--- config.mk ---
export PLATFORM = sky130hd
export DESIGN_NAME = mips_run_ctrl
export DESIGN_NICKNAME = d
export VERILOG_FILES = /design/src/rtl/mips_run_ctrl.sv
export SDC_FILE = /design/constraint.sdc
export NUM_CORES = 1
export LEC_CHECK = 0
export CAP_MARGIN = 10
export CELL_PAD_IN_SITES_DETAIL_PLACEMENT = 0
export CELL_PAD_IN_SITES_GLOBAL_PLACEMENT = 2
export CORE_ASPECT_RATIO = 1.2
export CORE_MARGIN = 2
export CORE_UTILIZATION = 30
export DETAILED_ROUTE_END_ITERATION = 10
export PLACE_DENSITY = 0.89
export SLEW_MARGIN = 20
export SYNTH_ARGS = -nofsm -noshare
export SYNTH_HDL_FRONTEND = slang
export SYNTH_SLANG_ARGS = --single-unit
--- constraint.sdc ---
create_clock -name clk -period 3.2 [get_ports clk]
set_input_delay 0.96 -clock clk [delete_from_list [all_inputs] [get_ports clk]]
set_output_delay 0.96 -clock clk [all_outputs]
set_load 0.05 [all_outputs]
--- src/rtl/mips_run_ctrl.sv ---
// Run controller for a MIPS core under test: holds the core in reset,
// lets it run until halt or timeout, and folds every retired register
// write into a signature that is compared against a golden value.
//
// Ports:
//   clk, rst        rising-edge clock, async active-high reset
//   restart         pulse that re-arms a finished run
//   halt            core reports it has stopped
//   wb_en/addr/data register-file write port being observed
//   core_rst        reset driven into the core
//   running/done    run status
//   pass/timeout    run verdict
//   cycle_cnt       RUN cycles elapsed (saturating)
//   wb_cnt          retired register writes (saturating)
//   signature       rotate-xor digest of the write stream
module mips_run_ctrl #(
    parameter int                 DATA_W       = 32,
    parameter int                 CNT_W        = 16,
    parameter int                 RST_CYCLES   = 2,
    parameter int                 TIMEOUT      = 1024,
    parameter logic [DATA_W-1:0]  EXPECTED_SIG = '0,
    parameter int                 EXPECTED_WB  = 0
) (
    input  logic              clk,
    input  logic              rst,
    input  logic              restart,
    input  logic              halt,
    input  logic              wb_en,
    input  logic [4:0]        wb_addr,
    input  logic [DATA_W-1:0] wb_data,
    output logic              core_rst,
    output logic              running,
    output logic              done,
    output logic              pass,
    output logic              timeout,
    output logic [CNT_W-1:0]  cycle_cnt,
    output logic [CNT_W-1:0]  wb_cnt,
    output logic [DATA_W-1:0] signature
);

    typedef enum logic [1:0] {
        HOLD = 2'd0,
        RUN  = 2'd1,
        DONE = 2'd2
    } state_t;

    localparam logic [7:0]       HOLD_LAST = 8'(RST_CYCLES - 1);
    localparam logic [CNT_W-1:0] TO_VAL    = CNT_W'(TIMEOUT);
    localparam logic [CNT_W-1:0] EXP_WB    = CNT_W'(EXPECTED_WB);
    localparam logic [CNT_W-1:0] ONE       = CNT_W'(1);

    state_t            state, state_nx;
    logic [7:0]        hold_cnt, hold_nx;
    logic [CNT_W-1:0]  cyc_nx, wbc_nx, cyc_inc;
    logic [DATA_W-1:0] sig_nx;
    logic              done_nx, pass_nx, to_nx;
    logic              wr_ev, to_hit;

    // Counters stick at all-ones instead of wrapping.
    assign cyc_inc = (&cycle_cnt) ? cycle_cnt : cycle_cnt + ONE;
    assign wr_ev   = wb_en && (wb_addr != 5'd0);
    assign to_hit  = (cyc_inc == TO_VAL);

    always_ff @(posedge clk or posedge rst) begin
        if (rst) begin
            state     <= HOLD;
            hold_cnt  <= '0;
            core_rst  <= 1'b1;
            running   <= 1'b0;
            done      <= 1'b0;
            pass      <= 1'b0;
            timeout   <= 1'b0;
            cycle_cnt <= '0;
            wb_cnt    <= '0;
            signature <= '0;
        end else begin
            state     <= state_nx;
            hold_cnt  <= hold_nx;
            core_rst  <= (state_nx != RUN);
            running   <= (state_nx == RUN);
            done      <= done_nx;
            pass      <= pass_nx;
            timeout   <= to_nx;
            cycle_cnt <= cyc_nx;
            wb_cnt    <= wbc_nx;
            signature <= sig_nx;
        end
    end

    always_comb begin
        state_nx = state;
        unique case (state)
            HOLD: if (hold_cnt == HOLD_LAST) state_nx = RUN;
            RUN:  if (halt || to_hit)        state_nx = DONE;
            DONE: if (restart)               state_nx = HOLD;
            default:                         state_nx = HOLD;
        endcase
    end

    always_comb begin
        hold_nx = hold_cnt;
        cyc_nx  = cycle_cnt;
        wbc_nx  = wb_cnt;
        sig_nx  = signature;
        done_nx = done;
        pass_nx = pass;
        to_nx   = timeout;
        unique case (state)
            HOLD: begin
                hold_nx = (state_nx == RUN) ? 8'd0 : hold_cnt + 8'd1;
            end
            RUN: begin
                cyc_nx = cyc_inc;
                if (wr_ev) begin
                    wbc_nx = (&wb_cnt) ? wb_cnt : wb_cnt + ONE;
                    sig_nx = {signature[DATA_W-2:0], signature[DATA_W-1]}
                             ^ wb_data ^ DATA_W'(wb_addr);
                end
                // Verdict uses the values including this edge's write;
                // halt takes priority over a coincident timeout.
                if (state_nx == DONE) begin
                    done_nx = 1'b1;
                    to_nx   = !halt;
                    pass_nx = halt && (sig_nx == EXPECTED_SIG)
                              && (wbc_nx == EXP_WB);
                end
            end
            DONE: begin
                if (restart) begin
                    hold_nx = '0;
                    cyc_nx  = '0;
                    wbc_nx  = '0;
                    sig_nx  = '0;
                    done_nx = 1'b0;
                    pass_nx = 1'b0;
                    to_nx   = 1'b0;
                end
            end
            default: ;
        endcase
    end

endmodule

==> flow_summary_export.csv <==
group,metric,value,unit
status,status,"completed",
layout,fillCellCount,1606,
setup_path,endpoint_kind,"flip-flop",
sta,rsz0062_at_grt,"no",
floorplanning,core,16100,um^2
grt,grt_pass1_vias,4700,
floorplanning,die_area,17300,um^2
detailed_routing,drt_iter0_markers,316,
power_and_ir_drop,powerDensity,913,nW/um^2
cts,clkTransAtPathRegs,0.06,ns
logic_synthesis,yosys.area.top_type_share,40.0,%
logic_synthesis,syn-cell-area,4880,um^2
setup_path,cp.required,3.47,ns
detailed_routing,vias,4728,
setup_path,crit_end,"pass",
logic_synthesis,ys_types,70,
power_and_ir_drop,leakagePower,2.61,nW
grt,grt_pass1_wl,24600,um
floorplanning,dieHeight,144,um
sta,min_period,3.11,ns
placed_design,numPortBuffers,110,
logic_synthesis,syn_avg_cell_area,9.09,um^2
sta,setup_viol,0,
power_and_ir_drop,switching_power,2.95,mW
power_and_ir_drop,intPower,3.19,mW
cts,root_buffer,"clkbuf_16",
setup_path,reg2reg_from,"cycle_cnt[2]",
logic_synthesis,muxShareOfSynthArea,0.821,%
logic_synthesis,synth_fp_nets,583,
cts,h-tree-depth,3,
logic_synthesis,synth-edff-count,0,
sta,finalCritPeriodShare,97.2,%
setup_path,reg2reg_slack,0.43,ns
setup_path,cp_max_fo,11,
logic_synthesis,ys_ff_latch,79,
power_and_ir_drop,p_seq_share,29.4,%
detailed_routing,drt_wl_total,15000,um
hold_path,hold_start,"done",
logic_synthesis,synthTopCellsByArea,"dfrtp_1 (40%), xnor2_1 (7.5%), o21ai_0 (7.0%)",
floorplanning,initial_utilization,30.3,%
cts,post_cts_resized,2,
logic_synthesis,yosysMostFrequentCell,"dfrtp_1",
layout,drive_gt1_share,12.8,%
layout,layout.nets,713,
sta,fmax,322,MHz
logic_synthesis,synthCells,537,
sta,hold_viol,0,
power_and_ir_drop,ir_worst_vdd,0.721,mV
sta,slew_violations,0,
logic_synthesis,yosysWarnings,0,
cts,clock_latency,0.33,ns
cts,cts_tree,"done",
floorplanning,rows,51,
cts,cts_buffers,9,
floorplanning,ioPinCount,111,
cts,cts_num_sinks,79,
layout,fin_cells,884,
placed_design,dp.cells,868,
power_and_ir_drop,clockPowerShare,18.1,%
cts,cts_hold_buf,0,
job,maxCapViolCount,0,
logic_synthesis,async_flop_share,100,%
logic_synthesis,synth_top_cell_by_area,"dfrtp_1",
sta,slew_headroom,51.0,%
sta,max_slew.worst_pin.slew,0.733,ns
power_and_ir_drop,p_comb_share,52.4,%
setup_path,crit_start,"wb_addr[0]",
logic_synthesis,synth_xor_area_share,9.15,%
grt,grt_util_all_layers,17.9,%
logic_synthesis,synth_flop_cell,"dfrtp_1",
logic_synthesis,synth-adder-area-share,1.03,%
cts,postCtsSetupBuffers,0,
placed_design,dpl.hpwl,11200,um
sta,clock_skew,0.00286,ns
grt,grt_overflow_total,0,
detailed_routing,post_drt_wl_per_cell,17.0,um
logic_synthesis,synth_top_family_by_area,"simple AND/OR/NAND/NOR gates",
hold_path,holdCritPathClass,"reg -> reg",
layout,insertedDiodeCount,0,
detailed_routing,dr.pass1.iters,5,
setup_path,cp.arrival,3.38,ns
placed_design,gp_congestion,0.854,
sta,holdWs,0.480,ns
logic_synthesis,synth_compound_area_share,19.6,%
logic_synthesis,yosysSeqAreaShare,40.5,%
setup_path,start_kind,"input pin",
logic_synthesis,synth_commonest_cells,"dfrtp_1 (78), o21ai_0 (68), nand3_1 (55)",
grt,antenna_found_initial,0,
grt,grt_max_degree,64,
detailed_routing,viasPerCell,5.35,
setup_path,rr_worst_depth,7,
power_and_ir_drop,power,6.14,mW
detailed_routing,drcViolationCount,0,
power_and_ir_drop,swShare,48.0,%
detailed_routing,antenna_left,0,
floorplanning,die_width,120,um
hold_path,holdPathStages,2,
setup_path,crit_type,"in -> reg",
logic_synthesis,synth-simple-area-share,23.5,%
cts,clock_path_buffers,2,
layout,syn2layout_area_growth,37.9,%
setup_path,rr_endpoint,"pass",
logic make-up (layout without fill, tap and decap cells):
group | Yosys count | count (layout)
AOI/OAI and AO/OA | 145 | 145
DFF | 79 | 79
xor gates and xnor gates | 51 | 51
and+or+nand+nor | 210 | 210
muxes | 4 | 4
buffers and inverters | 44 | 179
adders and majority gates | 4 | 4
per-stage QoR:
| stage | worst slack [ns] | utilization, % | TNS (ns) | instance area, um^2 |
|---|---|---|---|---|
| final | 0.0898 | 41.8 | 0 | 6730 |
| after detailed placement | -0.404 | 39.7 | -0.429 | 6380 |
| after CTS | 0.0408 | 41.7 | 0 | 6710 |
| after floorplan | 0.185 | - | 0 | 4880 |
| after global placement | -0.350 | 39.7 | -0.350 | 6380 |
| after global routing | 0.00800 | 41.8 | 0 | 6730 |
state kept, by name, indices dropped and copies added, names as in the netlist:
register,count
pass,1
hold_cnt,8
cycle_cnt,16
done,1
wb_cnt,16
signature,32
state,2
running,1
core_rst,1
timeout,1
metal layers:
metal  track usage, %  wire (um)  vias to the layer above
li1                 -          -                     2249
met1             22.3       6420                     2308
met2             30.5       7390                      155
met3             4.33        946                       16
met4             5.39        257                        0
met5                0          0                        -
critical path, stage by stage:
cell and delay [ns]:
clkdlybuf4s50_1 0.42, or4_1 0.58, o21a_2 0.31, or3_1 0.34, a32oi_2 0.22, o211ai_1 0.13
nor4_2 0.27, a32o_1 0.15
layout by cell type (no fill, tap or decap), types with 3 or more instances in the layout:
| cell type | count |
|---|---|
| inv_1 | 9 |
| nor2b_1 | 3 |
| clkbuf_16 | 9 |
| nor4_1 | 12 |
| o211ai_1 | 7 |
| a311oi_1 | 6 |
| xor2_1 | 9 |
| o31ai_1 | 6 |
| xnor2_1 | 42 |
| o21ai_0 | 68 |
| ha_1 | 4 |
| and3_2 | 3 |
| dfrtp_1 | 78 |
| clkdlybuf4s50_1 | 110 |
| and2_1 | 5 |
| nand3_1 | 55 |
| o22ai_1 | 4 |
| nand2b_1 | 6 |
| nor4_2 | 3 |
| a21oi_1 | 17 |
| or3_1 | 4 |
| a41oi_1 | 3 |
| mux2i_1 | 4 |
| buf_4 | 41 |
| a211oi_1 | 3 |
| nand4_1 | 17 |
| a31oi_1 | 5 |
| or4_1 | 3 |
| and3_1 | 6 |
| nor2_1 | 29 |
| a22o_1 | 7 |
| nand2_1 | 33 |
| nor3_1 | 12 |
final cells by class:
type                            instances  area (um^2)  share of cell area (%)
Timing Repair Buffer                  153         1450                    21.5
Multi-Input combinational cell        414         2680                    39.8
Clock buffer                           10          229                    3.40
Sequential cell                        79         1980                    29.4
Inverter                               10         38.8                   0.577
Tap cell                              212          265                    3.94
Clock inverter                          6         92.6                    1.38
worst min-delay path by stage:
stage,to,slack [ns]
global route,done,0.53
CTS,done,0.49
global placement,done,0.46
detailed placement,done,0.47
floorplan,hold_cnt[7],0.47
finish,done,0.48
power by group through the flow:
stage	Combinational (mW)	Sequential [mW]	Clock, mW
final	3.22	1.81	1.11
after global routing	3.46	1.88	1.18
after CTS	3.23	1.80	1.14
after detailed placement	3.22	1.81	0
after global placement	3.17	1.81	0
after floorplan	1.24	2.68	0
Power figures use the tool's default switching activity.
